$ cat config.mk
export PLATFORM = sky130hd
export DESIGN_NAME = alu_operand_loader
export DESIGN_NICKNAME = d
export VERILOG_FILES = /design/src/rtl/alu_pkg.sv /design/src/rtl/alu_operand_loader_btn_debounce.sv /design/src/rtl/alu_operand_loader.sv
export SDC_FILE = /design/constraint.sdc
export NUM_CORES = 1
export LEC_CHECK = 0
export BUFFER_PORTS_ARGS = -buffer_cell sky130_fd_sc_hd__buf_2
export CAP_MARGIN = 10
export CELL_PAD_IN_SITES_DETAIL_PLACEMENT = 0
export CELL_PAD_IN_SITES_GLOBAL_PLACEMENT = 1
export CORE_UTILIZATION = 47
export DETAILED_ROUTE_END_ITERATION = 8
export MAX_ROUTING_LAYER = met4
export PLACE_DENSITY = 0.81
export SETUP_SLACK_MARGIN = 0.4
export SKIP_LAST_GASP = 1
export SLEW_MARGIN = 0
export SYNTH_ARGS = -nofsm -noshare
export SYNTH_HDL_FRONTEND = slang
export SYNTH_SLANG_ARGS = --single-unit
export TNS_END_PERCENT = 50
$ cat constraint.sdc
create_clock -name i_clk -period 2.82 [get_ports i_clk]
set_input_delay 0.282 -clock i_clk [delete_from_list [all_inputs] [get_ports i_clk]]
set_output_delay 0.282 -clock i_clk [all_outputs]
set_load 0.01 [all_outputs]
$ cat src/rtl/alu_pkg.sv
// Shared definitions for the 8-bit ALU/OR datapath.
//   ALU_DATA_W : operand width seen by the ALU A/B inputs
//   ALU_OP_W   : opcode width
//   state_e    : operand loader FSM state; the encoding is also shown on the LEDs
package alu_pkg;

  localparam int ALU_DATA_W = 8;
  localparam int ALU_OP_W   = 6;

  typedef enum logic [1:0] {
    WAIT_A  = 2'd0,
    WAIT_B  = 2'd1,
    WAIT_OP = 2'd2,
    READY   = 2'd3
  } state_e;

endpackage

$ cat src/rtl/alu_operand_loader_btn_debounce.sv
// btn_debounce: debounces one raw push-button and emits a single-cycle press
// pulse on each debounced rising edge. A release produces no pulse.
//   i_clk, i_rst_n : clock, asynchronous active-low reset
//   i_raw          : raw button level
//   o_level        : debounced level
//   o_press        : one-cycle pulse, registered together with the level flip
module btn_debounce #(
  parameter int DEBOUNCE_CYCLES = 500000
) (
  input  logic i_clk,
  input  logic i_rst_n,
  input  logic i_raw,
  output logic o_level,
  output logic o_press
);

  localparam int CNT_W = (DEBOUNCE_CYCLES > 2) ? $clog2(DEBOUNCE_CYCLES) : 1;
  localparam logic [CNT_W-1:0] CNT_LAST = CNT_W'(DEBOUNCE_CYCLES - 1);

  logic [CNT_W-1:0] cnt_q, cnt_d;
  logic             level_q, level_d;
  logic             press_q, press_d;

  // The counter holds the number of consecutive differing samples already seen;
  // the Nth differing sample flips the level instead of counting further.
  always_comb begin
    cnt_d   = '0;
    level_d = level_q;
    press_d = 1'b0;
    if (i_raw != level_q) begin
      if (cnt_q == CNT_LAST) begin
        level_d = i_raw;
        press_d = i_raw;
      end else begin
        cnt_d = cnt_q + 1'b1;
      end
    end
  end

  always_ff @(posedge i_clk or negedge i_rst_n) begin
    if (!i_rst_n) begin
      cnt_q   <= '0;
      level_q <= 1'b0;
      press_q <= 1'b0;
    end else begin
      cnt_q   <= cnt_d;
      level_q <= level_d;
      press_q <= press_d;
    end
  end

  assign o_level = level_q;
  assign o_press = press_q;

endmodule

$ cat src/rtl/alu_operand_loader.sv
// alu_operand_loader: captures operand A, operand B and an opcode from a shared
// switch bank, one value per debounced button press in the fixed order A, B, OP,
// then offers the set to the ALU with a valid/ready handshake.
//   i_clk, i_rst_n           : clock, asynchronous active-low reset
//   i_sw[DATA_W]             : raw switch bank
//   i_btn_a/i_btn_b/i_btn_op : raw load buttons
//   i_ready                  : consumer accepts the operand set (only in READY)
//   o_a, o_b [DATA_W]        : operand registers, held until reloaded
//   o_op [OP_W]              : opcode register
//   o_valid                  : full operand set available
//   o_state [2]              : FSM state for LEDs
// Build option: define ALU_LOADER_INPUT_SYNC_EN to put a 2-flop synchronizer on
// every button and on i_sw (adds 2 cycles of latency to every capture).
module alu_operand_loader
  import alu_pkg::*;
#(
  parameter int DATA_W          = ALU_DATA_W,
  parameter int OP_W            = ALU_OP_W,
  parameter int DEBOUNCE_CYCLES = 500000
) (
  input  logic              i_clk,
  input  logic              i_rst_n,
  input  logic [DATA_W-1:0] i_sw,
  input  logic              i_btn_a,
  input  logic              i_btn_b,
  input  logic              i_btn_op,
  input  logic              i_ready,
  output logic [DATA_W-1:0] o_a,
  output logic [DATA_W-1:0] o_b,
  output logic [OP_W-1:0]   o_op,
  output logic              o_valid,
  output logic [1:0]        o_state
);

  // bit 0 = A, bit 1 = B, bit 2 = OP
  logic [2:0]        btn_raw;
  logic [DATA_W-1:0] sw_cap;
  logic [2:0]        press;
  logic [2:0]        level;

`ifdef ALU_LOADER_INPUT_SYNC_EN
  logic [2:0]        btn_s1_q, btn_s2_q;
  logic [DATA_W-1:0] sw_s1_q, sw_s2_q;

  always_ff @(posedge i_clk or negedge i_rst_n) begin
    if (!i_rst_n) begin
      btn_s1_q <= '0;
      btn_s2_q <= '0;
      sw_s1_q  <= '0;
      sw_s2_q  <= '0;
    end else begin
      btn_s1_q <= {i_btn_op, i_btn_b, i_btn_a};
      btn_s2_q <= btn_s1_q;
      sw_s1_q  <= i_sw;
      sw_s2_q  <= sw_s1_q;
    end
  end

  assign btn_raw = btn_s2_q;
  assign sw_cap  = sw_s2_q;
`else
  assign btn_raw = {i_btn_op, i_btn_b, i_btn_a};
  assign sw_cap  = i_sw;
`endif

  for (genvar g = 0; g < 3; g++) begin : g_db
    btn_debounce #(.DEBOUNCE_CYCLES(DEBOUNCE_CYCLES)) u_db (
      .i_clk   (i_clk),
      .i_rst_n (i_rst_n),
      .i_raw   (btn_raw[g]),
      .o_level (level[g]),
      .o_press (press[g])
    );
  end

  // Debounced levels are not needed here; only the press pulses drive the FSM.
  logic unused_level;
  assign unused_level = &{1'b0, level};

  state_e            state_q, state_d;
  logic [DATA_W-1:0] a_q, a_d, b_q, b_d;
  logic [OP_W-1:0]   op_q, op_d;
  logic              valid_q, valid_d;

  // Only the button matching the current state acts; everything else,
  // including every press while in READY, is dropped.
  always_comb begin
    state_d = state_q;
    a_d     = a_q;
    b_d     = b_q;
    op_d    = op_q;
    valid_d = valid_q;
    case (state_q)
      WAIT_A: if (press[0]) begin
        a_d     = sw_cap;
        state_d = WAIT_B;
      end
      WAIT_B: if (press[1]) begin
        b_d     = sw_cap;
        state_d = WAIT_OP;
      end
      WAIT_OP: if (press[2]) begin
        op_d    = sw_cap[OP_W-1:0];
        state_d = READY;
        valid_d = 1'b1;
      end
      READY: if (i_ready) begin
        valid_d = 1'b0;
        state_d = WAIT_A;
      end
      default: state_d = WAIT_A;
    endcase
  end

  always_ff @(posedge i_clk or negedge i_rst_n) begin
    if (!i_rst_n) begin
      state_q <= WAIT_A;
      a_q     <= '0;
      b_q     <= '0;
      op_q    <= '0;
      valid_q <= 1'b0;
    end else begin
      state_q <= state_d;
      a_q     <= a_d;
      b_q     <= b_d;
      op_q    <= op_d;
      valid_q <= valid_d;
    end
  end

  assign o_a     = a_q;
  assign o_b     = b_q;
  assign o_op    = op_q;
  assign o_valid = valid_q;
  assign o_state = state_q;

endmodule

==> flow_metrics.py, run 1 <==
metrics = {
    "detailed_routing": {
        "wl_per_cell_um": 14.3,
        "first_pass_iters": 4,
        "routed_wl_mm": 7.65,
        "route.detailed.drc": 0,
        "vias": 2946,
        "via_per_inst": 5.52,
        "drtIter0Drc": 95,
        "final_antenna_net_count": 0,
    },
    "grt": {
        "antenna_found_initial": 0,
        "track_usage_pct": 19.0,
        "grt_pass1_wl_mm": 12.9,
        "grt_max_degree": 49,
        "grt_pass1_vias": 2849,
        "grt_overflow_total": 0,
    },
    "place": {
        "post-dp-hpwl_mm": 5.29,
        "dp.cells": 517,
        "placed_area_sq_mm": 0.00444,
        "io_buffers": 38,
        "gp_routability_congestion": 0.793,
        "dp_worst_setup_slack_ps": 603,
    },
    "layout": {
        "antennaDiodeCount": 0,
        "layout-drive-gt1-share_pct": 22.1,
        "design_area_sq_mm": 0.00464,
        "fill_cells": 752,
        "final_util_pct": 55.3,
        "nets": 445,
        "syn_to_final_growth_pct": 11.8,
        "fin_cells": 534,
    },
    "synth": {
        "synth_warnings": 0,
        "ys.flop_type": "dfrtp_1",
        "synth-edff-count": 0,
        "syn_inst": 379,
        "netlist_area_sq_mm": 0.00415,
        "syn_area_per_cell_sq_um": 10.9,
        "ys_ff_latch": 88,
        "async_reset_ff_share_pct": 100,
        "synth_nets": 400,
        "synth_cell_type_count": 43,
        "ys_seq_area_share_pct": 53.1,
    },
    "clock_tree": {
        "cts_max_path_buffers": 2,
        "clock_latency_ps": 360,
        "cts_root_buf": "clkbuf_8",
        "cts_buffers": 9,
        "post_cts_buffers": 0,
        "cts_max_level": 3,
        "cts_resized": 0,
        "cts_tree": "built",
        "clock_sinks": 88,
        "holdBufCountCts": 1,
        "cts.clk_slew.worst_paths_ps": 90,
    },
    "power_and_ir_drop": {
        "p_comb_share_pct": 5.7,
        "p_seq_share_pct": 57.3,
        "swShare_pct": 26.5,
        "intPower_mw": 1.68,
        "power_mw": 2.29,
        "switching_power_mw": 0.608,
        "clockPowerShare_pct": 37.0,
        "pwr_density_cell_mw_per_mm2": 494,
        "p_leak_nw": 1.98,
        "peakVddDrop_mv": 0.259,
    },
    "sta": {
        "grt_setup_unrepaired": "no",
        "setup_viol": 0,
        "fin_worst_hold_slack_ps": 169,
        "clock-skew-final_ps": 8.31,
        "hold_viol": 0,
        "tightest_slew_ps": 633,
        "fin_crit_sh_pct": 79.5,
        "relSlewSlack_pct": 57.8,
        "setup_ws_ps": 579,
        "final_max_slew_viol_count": 0,
        "fin_crit_ps": 2240,
        "fmax_ghz": 0.446,
        "tns_ps": 0,
    },
    "floorplan": {
        "io_pins": 39,
        "initial_core_util_pct": 49.5,
        "fp-row-count": 33,
        "coreArea_sq_mm": 0.00838,
        "dieArea_sq_mm": 0.00920,
        "die_width_um": 95.9,
        "die_h_um": 95.9,
    },
    "worst_setup_path": {
        "crit_type": "reg -> reg",
        "r2r-start": "g_db[2].u_db.cnt_q[5]",
        "startpoint": "g_db[2].u_db.cnt_q[5]",
        "arrival_ps": 2470,
        "path_max_fanout": 18,
        "critPathLaunchType": "flop",
        "required_ps": 3050,
        "endpoint_kind": "flop",
    },
    "run_status": {
        "status": "complete, no violations",
    },
    "hold_path": {
        "hold_path.class": "in -> reg",
        "min_from": "i_sw[6]",
    },
    "flow_run": {
        "drv_cap": 0,
    },
}
-- cells in the mapped netlist (7+ instances only) --
library cell / n / area, sq um
nand2_1: 25 / 93.8
mux2_2: 27 / 304
nand4_1: 11 / 68.8
ha_1: 7 / 87.6
xnor2_1: 22 / 193
o31ai_1: 7 / 52.6
dfrtp_1: 88 / 2200
nor2_1: 46 / 173
inv_1: 13 / 48.8
or4_1: 12 / 90.1
nand3_1: 18 / 90.1
xor2_1: 16 / 140
a21oi_1: 17 / 85.1
-- state kept, by name, summed over array words and instances (netlist names) --
register,cells
g_db.u_db.o_level,3
o_b,8
o_op,6
o_valid,1
g_db.u_db.cnt_q,57
g_db.u_db.o_press,3
o_a,8
o_state,2
-- critical path, stage by stage (launching register included) --
cell and delay (ps):
dfrtp_1 470, or4b_1 540, or4_4 550, o21ai_4 430, nor2_1 120
-- final timing paths --
path                                          to  slack [ps]  depth (start not counted)
max                        g_db[2].u_db.cnt_q[5]         580                          4
min                                       o_a[6]         170                          2
max reg2reg                g_db[2].u_db.cnt_q[5]         580                          4
min reg2reg                g_db[0].u_db.cnt_q[0]         490                          1
max in group asynchronous                 o_a[7]        1610                          3
min in group asynchronous                 o_b[2]         460                          2
-- cells by family after synthesis --
| kind of cell | synth area share, % |
|---|---|
| simple gates | 20.8 |
| flops | 53.1 |
| compound gates | 6.34 |
| xor+xnor | 8.02 |
| mux | 7.33 |
| buf+inv | 2.26 |
| fa+ha+maj | 2.11 |
-- cells in the final DEF (no fill, tap or decap), types with 6 or more instances in the layout --
| cell type | instances |
|---|---|
| nor2_1 | 46 |
| mux2_2 | 27 |
| xor2_1 | 16 |
| buf_2 | 37 |
| nand2_1 | 25 |
| o31ai_1 | 7 |
| ha_1 | 7 |
| inv_1 | 13 |
| and3_1 | 6 |
| nand4_1 | 11 |
| a21oi_1 | 17 |
| o21ai_0 | 6 |
| nor3_1 | 6 |
| xnor2_1 | 22 |
| clkbuf_8 | 9 |
| dfrtp_1 | 88 |
| nand3_1 | 18 |
| or4_1 | 12 |
-- layer usage --
metal	share of wire, %	track usage (%)
met1	47	23.0
met2	47	31.5
met3	3.5	3.08
met4	1.8	7.84
met5	0	-
-- final cells by class --
cell class                 instances  area [sq um]  area share [%]
clock inverter                     7          62.6            1.35
sequential                        88          2200            47.5
inverter                          13          48.8            1.05
clock buffer                       9           124            2.67
multi-input combinational        271          1850            39.9
tap                              105           131            2.83
timing repair buffer              41           218            4.69
-- power by group through the flow --
stage                     sequential, mW  clock (mW)  combinational (mW)
after global placement              1.34           0               0.130
after CTS                           1.31       0.878               0.136
after global routing                1.32       0.917               0.152
after detailed placement            1.34           0               0.134
after floorplan                     1.34           0              0.0596
final                               1.31       0.847               0.131
(Power assumes the default switching activity.)
==> run 2: changes to the inputs <==
- ABC_AREA: unset -> 1
- CORE_UTILIZATION: 47 -> 44
- clock period: 2.82 -> 2.3 ns (I/O delays scaled with it)
==> run 2 against run 1 <==
Critical path depth is 2 higher; area after synthesis is 11% higher; via count is 27% higher; clock skew is 8.8 ps higher; synthesized cell count is 55% higher; final cell count is 44% higher; critical endpoint is now g_db[2].u_db.cnt_q[0]; largest cell class unchanged.
==> flow_metrics.py, run 2 <==
metrics = {
    "run_status": {
        "status": "complete, no violations",
    },
    "detailed_routing": {
        "vias": 3749,
        "routed_wl_mm": 9.77,
        "first_pass_iters": 4,
        "route.detailed.drc": 0,
        "drtIter0Drc": 152,
        "wl_per_cell_um": 12.7,
        "final_antenna_net_count": 0,
        "via_per_inst": 4.87,
    },
    "hold_path": {
        "hold_path.class": "in -> reg",
        "hold_path_depth": 3,
        "hold_end": "o_a[7]",
        "min_from": "i_sw[7]",
    },
    "worst_setup_path": {
        "crit_family": "simple AND/OR/NAND/NOR gates",
        "reg2regPathDepth": 6,
        "critPathLaunchType": "flop",
        "rrSetupSlack_ps": 750,
        "endpoint_kind": "flop",
        "cp_slowest_cell": "dfrtp_1",
        "worstReg2RegEnd": "g_db[2].u_db.cnt_q[0]",
        "path_max_fanout": 7,
        "required_ps": 2550,
        "crit_buf_inv": 0,
        "cp_cell_sequence": "ha_1 -> nand2_1 -> nor2_1 -> nand3_1 -> nand2_1 -> nor2_1",
        "crit_type": "reg -> reg",
        "slowest_delay_ps": 380,
        "r2r-start": "g_db[2].u_db.cnt_q[0]",
        "arrival_ps": 1800,
    },
    "flow_run": {
        "drv_cap": 0,
    },
    "sta": {
        "relSlewSlack_pct": 60.9,
        "final_max_slew_viol_count": 0,
        "fmax_ghz": 0.647,
        "hold_viol": 0,
        "fin_crit_sh_pct": 67.2,
        "setup_viol": 0,
        "tightest_slew_ps": 586,
        "grt_setup_unrepaired": "no",
        "fin_crit_ps": 1550,
        "clock-skew-final_ps": 17.1,
        "tns_ps": 0,
    },
    "floorplan": {
        "die_h_um": 104,
        "die_width_um": 104,
        "coreArea_sq_mm": 0.00995,
        "dieArea_sq_mm": 0.0109,
        "initial_core_util_pct": 46.2,
        "io_pins": 39,
        "fp-row-count": 36,
    },
    "synth": {
        "ys_ff_latch": 88,
        "ys.flop_type": "dfrtp_1",
        "netlist_area_sq_mm": 0.00460,
        "synth_top_cell_by_area": "dfrtp_1",
        "yosysMostFrequentCell": "nor2_1",
        "syn_area_per_cell_sq_um": 7.84,
        "synth_top_area_share_pct": 47.9,
        "synth_cell_type_count": 29,
        "ys_seq_area_share_pct": 47.9,
        "async_reset_ff_share_pct": 100,
        "syn_inst": 586,
        "synth_warnings": 0,
        "synth-edff-count": 0,
        "synth_common_cells": "124 x nor2_1, 116 x nand2_1, 88 x dfrtp_1",
        "synth_nets": 607,
        "ys_top_cells_by_area": "dfrtp_1 48%, nor2_1 10%, nand2_1 9.5%",
    },
    "clock_tree": {
        "cts_max_level": 3,
        "cts_max_path_buffers": 2,
        "cts_resized": 0,
        "cts.clk_slew.worst_paths_ps": 110,
        "clock_latency_ps": 370,
        "cts_tree": "built",
        "holdBufCountCts": 1,
        "cts_buffers": 9,
        "post_cts_buffers": 0,
        "clock_sinks": 88,
        "cts_root_buf": "clkbuf_8",
    },
    "grt": {
        "antenna_found_initial": 0,
        "track_usage_pct": 20.2,
        "grt_pass1_vias": 3736,
        "grt_max_degree": 46,
        "grt_pass1_wl_mm": 17.3,
        "grt_overflow_total": 0,
    },
    "layout": {
        "syn_to_final_growth_pct": 12.2,
        "layout-drive-gt1-share_pct": 14.3,
        "antennaDiodeCount": 0,
        "nets": 653,
        "regMostFlops": "g_db.u_db.cnt_q",
        "final_cell_mix": "124 x nor2_1, 116 x nand2_1, 88 x dfrtp_1, 69 x inv_1, 39 x nand3_1",
        "largest_reg_flops": 57,
        "final_common_cell": "nor2_1",
    },
    "place": {
        "post-dp-hpwl_mm": 7.23,
        "io_buffers": 38,
        "gp_routability_congestion": 0.851,
    },
    "power_and_ir_drop": {
        "power_mw": 3.02,
        "peakVddDrop_mv": 0.297,
        "pwr_density_cell_mw_per_mm2": 586,
        "p_leak_nw": 2.25,
    },
}
[run 2: cell types whose count changed after synthesis, sizes merged, moves of 8 or more]
cell   previous run  this run
xor2             16        24
nand2            25       127
nand3            20        40
or4              14         0
mux2             27         0
xnor2            22         4
inv              13        73
o21ai             8        37
nor2             46       139
[run 2: final cells by class]
| class | count | area (sq um) |
|---|---|---|
| Fill cell | 1009 | 4800 |
| Sequential cell | 88 | 2200 |
| Multi-Input combinational cell | 420 | 2090 |
| Inverter | 73 | 274 |
| Timing Repair Buffer | 40 | 223 |
| Tap cell | 133 | 166 |
| Clock buffer | 9 | 124 |
| Clock inverter | 7 | 76.3 |
[run 2: through the flow]
stage	instances	utilization [%]	cell area [sq um]	setup slack, ps	hold slack [ps]
after global routing	770	51.8	5160	563	119
after CTS	770	51.8	5160	749	100
final	770	51.8	5160	754	112
after detailed placement	753	49.7	4950	766	276
after floorplan	586	-	4600	942	-65.6
after global placement	753	49.7	4950	811	270
[run 2: logic make-up (layout without fill, tap and decap cells)]
| family | Yosys count | in the layout | synth area share, % |
|---|---|---|---|
| XOR/XNOR | 28 | 28 | 5.83 |
| buffers and inverters | 78 | 129 | 6.56 |
| AND/OR/NAND/NOR | 335 | 335 | 32.3 |
| flip-flops | 88 | 88 | 47.9 |
| adder cells (fa/ha/maj) | 7 | 7 | 1.91 |
| AO/OA/AOI/OAI | 50 | 50 | 5.50 |
[run 2: worst min-delay path, stage by stage]
cell     delay, ps
buf_2           90
inv_1           50
o21ai_0         80
[run 2: worst max path at each step]
stage          depth (start not counted)  slack (ps)                    end             startpoint
3_3_place_gp                           8         810             o_state[0]             o_state[0]
5_1_grt                                6         560  g_db[2].u_db.cnt_q[0]  g_db[2].u_db.cnt_q[0]
2_1_floorplan                          8         940             o_state[0]             o_state[0]
6_report                               6         750  g_db[2].u_db.cnt_q[0]  g_db[2].u_db.cnt_q[0]
3_5_place_dp                           6         770  g_db[2].u_db.cnt_q[5]  g_db[2].u_db.cnt_q[0]
4_1_cts                                6         750  g_db[2].u_db.cnt_q[5]  g_db[2].u_db.cnt_q[0]
[run 2: where the power goes]
part / switching [mW] / total (mW) / internal (mW)
combinational: 0.185 / 0.292 / 0.106
clock: 0.664 / 1.10 / 0.437
sequential: 0.0409 / 1.63 / 1.59
total: 0.890 / 3.02 / 2.13
[run 2: per-layer routing]
metal,track usage [%],routed length (um)
met1,28.0,4950
met2,30.8,4470
met3,2.57,280
met4,6.73,67
met5,-,0
